### src/rtl/mcpu_pkg.sv
// Shared types and constants for the CPU/loader memory arbiter.
package mcpu_pkg;

  typedef enum logic [1:0] {
    StRun     = 2'd0,
    StQuiesce = 2'd1,
    StGrant   = 2'd2,
    StRelease = 2'd3
  } arb_state_e;

  localparam int unsigned ADDR_W_DEF = 6;
  localparam int unsigned DATA_W_DEF = 8;

  // Memory and CPU strobes are active-low.
  localparam logic STROBE_ON  = 1'b0;
  localparam logic STROBE_OFF = 1'b1;

endpackage

### src/rtl/mcpu_bus_mux.sv
// Combinational memory-bus steering between the CPU port and the loader port.
module mcpu_bus_mux
  import mcpu_pkg::*;
#(
  parameter int unsigned ADDR_W = ADDR_W_DEF,
  parameter int unsigned DATA_W = DATA_W_DEF
) (
  input  arb_state_e        state,
  input  logic [ADDR_W-1:0] cpu_adress,
  input  logic [DATA_W-1:0] cpu_dataO,
  input  logic              cpu_oe,
  input  logic              cpu_we,
  output logic [DATA_W-1:0] cpu_data,
  input  logic              ld_req,
  input  logic              ld_valid,
  input  logic              ld_we,
  input  logic [ADDR_W-1:0] ld_addr,
  input  logic [DATA_W-1:0] ld_wdata,
  output logic [ADDR_W-1:0] mem_adress,
  output logic [DATA_W-1:0] mem_dataO,
  output logic              mem_oe,
  output logic              mem_we,
  input  logic [DATA_W-1:0] mem_data
);

  logic ld_beat;
  assign ld_beat = ld_valid & ld_req;

  // Select bus owner by arbiter state; idle bus in QUIESCE and RELEASE.
  always_comb begin
    mem_adress = '0;
    mem_dataO  = '0;
    mem_oe     = STROBE_OFF;
    mem_we     = STROBE_OFF;
    cpu_data   = '0;
    unique case (state)
      StRun: begin
        mem_adress = cpu_adress;
        mem_dataO  = cpu_dataO;
        mem_oe     = cpu_oe;
        mem_we     = cpu_we;
        cpu_data   = mem_data;
      end
      StGrant: begin
        mem_adress = ld_addr;
        mem_dataO  = ld_wdata;
        mem_we     = (ld_beat & ld_we) ? STROBE_ON : STROBE_OFF;
        mem_oe     = (ld_beat & ~ld_we) ? STROBE_ON : STROBE_OFF;
      end
      default: ;
    endcase
  end

endmodule

### src/rtl/mcpu_mem_arb.sv
// Memory arbiter: holds the CPU in reset and hands the memory bus to a loader.
module mcpu_mem_arb
  import mcpu_pkg::*;
#(
  parameter int unsigned QUIESCE_CYC = 2,
  parameter int unsigned ADDR_W      = ADDR_W_DEF,
  parameter int unsigned DATA_W      = DATA_W_DEF
) (
  input  logic              clk,
  input  logic              rst,
  input  logic [ADDR_W-1:0] cpu_adress,
  input  logic [DATA_W-1:0] cpu_dataO,
  input  logic              cpu_oe,
  input  logic              cpu_we,
  output logic [DATA_W-1:0] cpu_data,
  output logic              cpu_rst,
  input  logic              ld_req,
  input  logic              ld_valid,
  input  logic              ld_we,
  input  logic [ADDR_W-1:0] ld_addr,
  input  logic [DATA_W-1:0] ld_wdata,
  output logic              ld_gnt,
  output logic              ld_ready,
  output logic [DATA_W-1:0] ld_rdata,
  output logic              ld_rvalid,
  output logic [ADDR_W-1:0] mem_adress,
  output logic [DATA_W-1:0] mem_dataO,
  output logic              mem_oe,
  output logic              mem_we,
  input  logic [DATA_W-1:0] mem_data,
  output logic [7:0]        xfer_cnt
);

  localparam logic [3:0] QcntLoad = 4'(QUIESCE_CYC - 1);

  arb_state_e        state_q, state_d;
  logic [3:0]        cnt_q, cnt_d;
  logic [7:0]        xfer_q, xfer_d;
  logic [DATA_W-1:0] rdata_q;
  logic              rvalid_q;
  logic              beat_acc;
  logic              rd_acc;

  assign ld_gnt    = (state_q == StGrant);
  assign ld_ready  = ld_gnt & ld_req;
  assign beat_acc  = ld_ready & ld_valid;
  assign rd_acc    = beat_acc & ~ld_we;
  // CPU reset follows the block reset combinationally, not just via state.
  assign cpu_rst   = rst & (state_q == StRun);
  assign xfer_cnt  = xfer_q;
  assign ld_rdata  = rdata_q;
  assign ld_rvalid = rvalid_q;

  // Next-state, quiesce countdown and beat counter.
  always_comb begin
    state_d = state_q;
    cnt_d   = cnt_q;
    xfer_d  = xfer_q;
    unique case (state_q)
      StRun: begin
        if (ld_req) begin
          state_d = StQuiesce;
          cnt_d   = QcntLoad;
          xfer_d  = '0;
        end
      end
      StQuiesce: begin
        // A dropped request does not abort the quiesce window.
        if (cnt_q == 4'd0) state_d = StGrant;
        else               cnt_d   = cnt_q - 4'd1;
      end
      StGrant: begin
        if (!ld_req) state_d = StRelease;
        if (beat_acc) xfer_d = xfer_q + 8'd1;
      end
      StRelease: state_d = StRun;
      default:   state_d = StRun;
    endcase
  end

  // State, counters and loader read-data register with synchronous reset.
  always_ff @(posedge clk) begin
    if (!rst) begin
      state_q  <= StRun;
      cnt_q    <= '0;
      xfer_q   <= '0;
      rdata_q  <= '0;
      rvalid_q <= 1'b0;
    end else begin
      state_q  <= state_d;
      cnt_q    <= cnt_d;
      xfer_q   <= xfer_d;
      rvalid_q <= rd_acc;
      if (rd_acc) rdata_q <= mem_data;
    end
  end

  mcpu_bus_mux #(
    .ADDR_W (ADDR_W),
    .DATA_W (DATA_W)
  ) u_bus_mux (
    .state      (state_q),
    .cpu_adress (cpu_adress),
    .cpu_dataO  (cpu_dataO),
    .cpu_oe     (cpu_oe),
    .cpu_we     (cpu_we),
    .cpu_data   (cpu_data),
    .ld_req     (ld_req),
    .ld_valid   (ld_valid),
    .ld_we      (ld_we),
    .ld_addr    (ld_addr),
    .ld_wdata   (ld_wdata),
    .mem_adress (mem_adress),
    .mem_dataO  (mem_dataO),
    .mem_oe     (mem_oe),
    .mem_we     (mem_we),
    .mem_data   (mem_data)
  );

endmodule

### config.mk
export PLATFORM = sky130hd
export DESIGN_NAME = mcpu_mem_arb
export DESIGN_NICKNAME = d
export VERILOG_FILES = /design/src/rtl/mcpu_pkg.sv /design/src/rtl/mcpu_bus_mux.sv /design/src/rtl/mcpu_mem_arb.sv
export SDC_FILE = /design/constraint.sdc
export NUM_CORES = 1
export LEC_CHECK = 0
export BUFFER_PORTS_ARGS = -buffer_cell sky130_fd_sc_hd__buf_2
export CORE_ASPECT_RATIO = 0.75
export CORE_MARGIN = 1
export CORE_UTILIZATION = 47
export DETAILED_ROUTE_END_ITERATION = 16
export PLACE_DENSITY = 0.85
export SYNTH_ARGS = -nofsm -noshare
export SYNTH_HDL_FRONTEND = slang
export SYNTH_HIERARCHICAL = 1
export SYNTH_SLANG_ARGS = --single-unit
### constraint.sdc
create_clock -name clk -period 4.35 [get_ports clk]
set_clock_uncertainty 0.1 [all_clocks]
set_input_delay 1.0875 -clock clk [delete_from_list [all_inputs] [get_ports clk]]
set_output_delay 1.0875 -clock clk [all_outputs]
set_load 0.1 [all_outputs]
==> results.tsv, run 1 <==
stage	metric	value	unit
grt	grt_pass1_vias	1245	
die	die_area	0.00345	sq mm
clock_tree	cts_resized	0	
run_status	outcome	complete, no violations	
synthesis	ys_seq_area_share	30.4	%
sta	slew_violations	0	
clock_tree	cts_tree	built	
synthesis	syn_inst	186	
placed_design	dpl_worst_slack	1.10	ns
worst_setup_path	cp-endpoint	cpu_rst	
worst_setup_path	worst_setup_path_start_kind	flop	
clock_tree	htree_levels	1	
grt	busiest_layer	met2	
synthesis	synthTopCellsByCount	23 x dfxtp_1, 23 x nand2_1, 22 x nor2_1, 15 x mux2i_1, 12 x and2_1	
grt	grt-ovfl-total	0	
grt	grt_usage	20.4	%
clock_tree	numCtsBuffers	3	
placed_design	port_buffers	86	
worst_setup_path	crit_path_end_kind	output port	
worst_setup_path	r2r-end	xfer_cnt[6]$_SDFFE_PN0P_	
sta	tightestPinTransition	0.725	ns
detailed_routing	ant_nets	0	
synthesis	syn-num-nets	235	
synthesis	synth.avg_cell_area	8.13	sq um
grt	grt_max_degree	25	
sta	fin_crit	3.27	ns
synthesis	netlist_area	0.00151	sq mm
worst_setup_path	startpoint	state_q[0]$_SDFFE_PN0P_	
clock_tree	clk_pin_slew	0.08	ns
synthesis	synth-seq-cells	23	
synthesis	ys.flop_type	dfxtp_1	
placed_design	dpl_cell_area	0.00192	sq mm
sta	min_period_over_period	75.3	%
detailed_routing	first_pass_iters	4	
synthesis	netlist_top_cells_area	dfxtp_1 30%, mux2i_1 9.9%, nand2_1 5.7%, nor2_1 5.5%, and2_1 5.0%	
grt	use_met1	24.8	%
worst_setup_path	reg2reg_depth	6	
worst_setup_path	path_class	flop to output port	
sta	rsz0062_at_grt	false	
die	core	0.00300	sq mm
grt	grt.met3_usage	5.58	%
synthesis	async_flop_share	0	%
clock_tree	clk_latency	0.27	ns
detailed_routing	drc	0	
grt	grt_first_pass_wirelength	5340	um
layout	area_growth	29.9	%
layout	drive_above_1_share	36.5	%
clock_tree	cts.path.max_buffers	2	
worst_setup_path	critPathArrivalTime	2.09	ns
synthesis	yosysTopAreaCell	dfxtp_1	
placed_design	place_hpwl	2670	um
clock_tree	hold_buffers	0	
worst_setup_path	rr_startpoint	state_q[0]$_SDFFE_PN0P_	
layout	diodes	0	
clock_tree	post_cts_buffers	0	
synthesis	yosysTopAreaCellShare	30.4	%
synthesis	ys_warn_count	6	
detailed_routing	drt_iter0_markers	37	
layout	stdcell_area	0.00196	sq mm
hold_path	hold_path_class	flop to flop	
detailed_routing	wl	3450	um
clock_tree	clkSinkCount	23	
placed_design	dpl.cell_count	300	
sta	max-slew-margin-rel	51.6	%
placed_design	gp_congestion	0.823	
layout	fin_cells	304	
die	die_x	67.5	um
worst_setup_path	rrSetupSlack	1.98	ns
die	io_pins	87	
die	num_rows	17	
synthesis	synth_cell_types	42	
grt	met2_usage	34.8	%
clock_tree	cts-root-buf	clkbuf_8	
layout	nets	316	
detailed_routing	wl_per_cell	11.3	um
grt	antenna_found_initial	0	
sta	setup_viol_count_final	0	
detailed_routing	vias	1569	
sta	max_freq	305	MHz
sta	finalHoldViolations	0	
sta	layout_setup_ws	1.08	ns
worst_setup_path	cp.required	3.16	ns
die	initial_core_util	50.4	%
synthesis	synth_edf_count	0	
die	dieHeight	51.1	um
worst_setup_path	cp_max_fo	21	
flow_run	drv_cap	0	
detailed_routing	via_per_inst	5.16	
sta	fin_tns_setup	0	ns
## metrics by stage
step           hold WS (ns)  utilization [%]
4_1_cts               0.366             65.5
6_report              0.362             65.5
2_1_floorplan         0.333                -
5_1_grt               0.388             65.5
3_5_place_dp          0.355             64.0
3_3_place_gp          0.348             64.0
## routing by layer
layer | part of all wire (%) | routed length, um
met1 | 44 | 1520
met2 | 46 | 1580
met5 | 0 | 0
met4 | 0.78 | 27
met3 | 9.2 | 317
## worst max-delay path: stages (launching register included)
cell	delay [ns]
dfxtp_1	0.80
inv_1	0.15
ha_1	0.39
and2_1	0.20
buf_2	0.28
## how the worst min path moves through the flow
stage | from | end | slack [ns] | cells past startpoint
2_1_floorplan | cnt_q[3]$_SDFFE_PN0P_ | cnt_q[3]$_SDFFE_PN0P_ | 0.33 | 1
3_3_place_gp | ld_rdata[6]$_SDFFE_PN0P_ | ld_rdata[6]$_SDFFE_PN0P_ | 0.35 | 2
3_5_place_dp | ld_rdata[4]$_SDFFE_PN0P_ | ld_rdata[4]$_SDFFE_PN0P_ | 0.35 | 2
4_1_cts | ld_rdata[4]$_SDFFE_PN0P_ | ld_rdata[4]$_SDFFE_PN0P_ | 0.37 | 2
5_1_grt | ld_rdata[6]$_SDFFE_PN0P_ | ld_rdata[6]$_SDFFE_PN0P_ | 0.39 | 2
6_report | ld_rdata[2]$_SDFFE_PN0P_ | ld_rdata[2]$_SDFFE_PN0P_ | 0.36 | 2
## flip-flops by register name, summed over array words and instances, names as in the netlist
name,count
cnt_q,4
ld_rdata,8
ld_rvalid,1
state_q,2
xfer_cnt,8
## cell usage in the layout, fill, tap and decap left out, types with 4 or more instances in the layout
master	count
nor2_1	22
a21oi_1	5
nand2_1	23
xor2_1	4
inv_1	8
a21boi_0	8
ha_1	6
buf_2	86
mux2i_1	15
o21ai_0	6
and2_1	12
nand3_1	10
dfxtp_1	23
## cell families after synthesis
kind of cell | synth area share [%]
flip-flops | 30.4
buffers and inverters | 7.28
multiplexers | 10.7
adder cells (fa/ha/maj) | 4.96
AO/OA/AOI/OAI | 17.5
AND/OR/NAND/NOR | 26.9
XOR/XNOR | 2.32
## final cells by class
class	instances	area (sq um)
multi-input cells	144	942
well taps	38	47.5
clock inverters	1	5.00
repair buffers	87	438
flip-flops and latches	23	460
fillers	266	1030
clock buffers	3	41.3
inverters	8	30.0
Power of run 1 is not shown: default switching activity piles up to over one toggle a cycle in this logic, so the estimate is an artifact.
==> run 2: changes to the inputs <==
- ABC_AREA: not set -> 1
- CORE_UTILIZATION: 47 -> 44
- PLACE_DENSITY: 0.85 -> 0.81
- clock period: 4.35 -> 3.2 ns (I/O delays scaled with it)
==> run 2 against run 1 <==
Critical path depth stayed put. Synthesized area is 1.4% lower. Design area is 1.8% higher. Non-clock buffer count stayed put. Die area is 5.1% higher. Register-to-register slack worse by 0.62 ns. Setup slack worse by 0.59 ns. Final cell count is 22% higher. First-iteration DRC count grew to 3.9 times the previous value. Global-route usage is 1.7 points higher. Critical endpoint is now cpu_data[1]. Largest cell class unchanged.
==> results.tsv, run 2 <==
stage	metric	value	unit	change
clock_tree	cts.path.max_buffers	2		unchanged
synthesis	synthTopCellsByCount	78 x nand2_1, 44 x nor2_1, 32 x inv_1, 23 x dfxtp_1, 16 x nand3_1		
worst_setup_path	crit_path_end_kind	output port		
pwr	vdd_drop_max	0.819	mV	
grt	antenna_found_initial	0		unchanged
worst_setup_path	cp.required	2.30	ns	-0.86 ns
clock_tree	numCtsBuffers	3		unchanged
flow_run	drv_cap	0		unchanged
synthesis	synth-seq-cells	23		unchanged
die	core	0.00308	sq mm	+2.8%
placed_design	place_hpwl	3110	um	+16%
synthesis	netlist_area	0.00149	sq mm	-1.4%
worst_setup_path	crit_buf_inv	2		unchanged
clock_tree	cts_resized	0		unchanged
die	dieHeight	52.4	um	+2.5%
layout	final_cell_mix	86 x buf_2, 78 x nand2_1, 44 x nor2_1		
synthesis	syn_inst	244		+31%
synthesis	yosys.cell_count.top_type	nand2_1		
synthesis	synth_edf_count	0		unchanged
synthesis	synth.avg_cell_area	6.11	sq um	-25%
hold_path	min_path_cells	2		unchanged
sta	finalHoldViolations	0		unchanged
die	num_rows	17		unchanged
worst_setup_path	critPathMaxStageDelay	0.43	ns	-0.37 ns
clock_tree	htree_levels	1		unchanged
die	die_area	0.00363	sq mm	+5.1%
detailed_routing	drc	0		unchanged
synthesis	async_flop_share	0	%	unchanged
sta	setup_viol_count_final	0		unchanged
worst_setup_path	path_class	flop to output port		
worst_setup_path	reg2reg_depth	9		+3
worst_setup_path	path_delay_family	buffers and inverters		
clock_tree	post_cts_buffers	0		unchanged
sta	fin_tns_setup	0	ns	unchanged
grt	grt-ovfl-total	0		unchanged
grt	grt_usage	22.1	%	+1.7 points
sta	rsz0062_at_grt	false		
clock_tree	clk_latency	0.27	ns	about the same
sta	max_freq	369	MHz	
detailed_routing	wl	3930	um	+14%
layout	fillCellCount	298		+12%
grt	grt_first_pass_wirelength	6400	um	+20%
layout	drive_above_1_share	31.3	%	-5.1 points
worst_setup_path	crit_slowest_cell	buf_2		
synthesis	yosysTopAreaCellShare	30.9	%	+0.43 points
clock_tree	hold_buffers	0		unchanged
worst_setup_path	rrSetupSlack	1.36	ns	-0.62 ns
worst_setup_path	cp_cell_sequence	nor2_4 > inv_1 > nor2_1 > buf_2		
run_status	outcome	complete, no violations		
worst_setup_path	rr_startpoint	state_q[0]$_SDFFE_PN0P_		
worst_setup_path	critPathArrivalTime	1.81	ns	-0.28 ns
layout	area_growth	34.1	%	
hold_path	whs_endpoint	xfer_cnt[2]$_SDFFE_PN0P_		
worst_setup_path	r2r-end	ld_rdata[3]$_SDFFE_PN0P_		
detailed_routing	first_pass_iters	4		unchanged
clock_tree	cts_tree	built		
grt	grt_max_degree	17		-32%
detailed_routing	drt_iter0_markers	145		+290%
layout	multi_input_area	877	sq um	-6.9%
clock_tree	cts-root-buf	clkbuf_8		
sta	min_period_over_period	84.8	%	
worst_setup_path	worst_setup_path_start_kind	flop		
clock_tree	clk_pin_slew	0.08	ns	about the same
sta	tightestPinTransition	0.496	ns	-0.229 ns
die	initial_core_util	48.4	%	-2.1 points
synthesis	ys_warn_count	6		unchanged
layout	diodes	0		unchanged
detailed_routing	ant_nets	0		unchanged
pwr	power.total	2270	uW	
synthesis	syn-num-nets	293		+25%
grt	grt_pass1_vias	1505		+21%
sta	fin_crit	2.71	ns	
die	die_x	69.2	um	+2.5%
layout	final_common_cell	buf_2		
pwr	power.density	1140	mW/mm^2	
synthesis	synth_cell_types	21		-50%
pwr	p_leak	0.00117	uW	
detailed_routing	via_per_inst	4.86		-5.8%
detailed_routing	vias	1798		+15%
sta	max-slew-margin-rel	67.2	%	+16 points
placed_design	gp_congestion	0.785		-4.6%
synthesis	ys_seq_area_share	30.9	%	+0.43 points
die	io_pins	87		unchanged
layout	seqCellArea	460	sq um	unchanged
clock_tree	clkSinkCount	23		unchanged
hold_path	hold_path_class	flop to flop		
worst_setup_path	cp_max_fo	15		-29%
synthesis	ys.flop_type	dfxtp_1		
detailed_routing	wl_per_cell	10.6	um	-6.3%
synthesis	netlist_top_cells_area	dfxtp_1 31%, nand2_1 20%, nor2_1 11%, inv_1 8.1%, nand3_1 5.4%		
layout	nets	382		+21%
synthesis	yosysTopAreaCell	dfxtp_1		
placed_design	port_buffers	86		unchanged
hold_path	hold_path.startpoint	xfer_cnt[2]$_SDFFE_PN0P_		
sta	slew_violations	0		unchanged
## run 2: cell types whose count changed after synthesis, sizes merged, moves of 7 or more
cell / delta
a21boi: -9
inv: +27
buf: -7
nor2: +26
nand2: +58
mux2i: -15
and2: -13
nand3: +7
## run 2: worst min-delay path: cells and delay by family, from the launching register on
| kind | cells | cell delay (ns) |
|---|---|---|
| AO/OA/AOI/OAI | 1 | 0.05 |
| buffers and inverters | 1 | 0.06 |
| flip-flops | 1 | 0.35 |
## run 2: kinds of logic (layout without fill, tap and decap cells)
logic type / after synthesis / after routing / share of synthesized area (%)
compound gates: 24 / 24 / 8.81
fa+ha+maj: 6 / 6 / 5.03
buf+inv: 38 / 126 / 10.3
flops: 23 / 23 / 30.9
simple gates: 153 / 153 / 45.0
## run 2: layout make-up
cell class | instances | share of cell area, %
Tap cell | 38 | 2.38
Timing Repair Buffer | 87 | 21.9
Inverter | 35 | 6.57
Sequential cell | 23 | 23.0
Clock buffer | 3 | 2.06
Multi-Input combinational cell | 183 | 43.8
Clock inverter | 1 | 0.250
## run 2: worst max path at each step
| stage | startpoint | end | slack, ns | depth (start not counted) |
|---|---|---|---|---|
| after floorplan | state_q[0]$_SDFFE_PN0P_ | ld_ready | 0.06 | 4 |
| after global placement | ld_we | mem_oe | 0.72 | 6 |
| after detailed placement | ld_we | mem_oe | 0.70 | 6 |
| after CTS | state_q[0]$_SDFFE_PN0P_ | cpu_data[1] | 0.46 | 4 |
| after global routing | state_q[0]$_SDFFE_PN0P_ | cpu_data[7] | 0.33 | 4 |
| final | state_q[0]$_SDFFE_PN0P_ | cpu_data[1] | 0.49 | 4 |
## run 2: metrics by stage
stage | setup slack [ns] | hold WS [ns] | instances | utilization (%) | area, sq um
6_report | 0.487 | 0.406 | 370 | 64.9 | 2000
5_1_grt | 0.331 | 0.432 | 370 | 64.9 | 2000
4_1_cts | 0.465 | 0.401 | 370 | 64.9 | 2000
3_5_place_dp | 0.702 | 0.387 | 366 | 63.4 | 1950
3_3_place_gp | 0.718 | 0.383 | 366 | 63.4 | 1950
2_1_floorplan | 0.0628 | 0.396 | 244 | - | 1490
## run 2: power by group
part           total, uW  internal, uW  switching (uW)  leakage (uW)
Combinational       1730           282            1440      0.000962
Sequential           366           324            41.2      0.000187
Clock                183          87.0            95.7     0.0000255
Total               2270           693            1580       0.00117
## run 2: layer usage
| metal | share of wire [%] | GRT usage, % | vias up |
|---|---|---|---|
| met5 | 0 | 0 | - |
| met4 | 0.79 | 5.10 | 0 |
| met3 | 6.8 | 5.96 | 4 |
| met2 | 44 | 37.7 | 69 |
| met1 | 48 | 28.0 | 790 |
| li1 | - | - | 935 |
No activity file was read; power rests on OpenSTA's default activity.
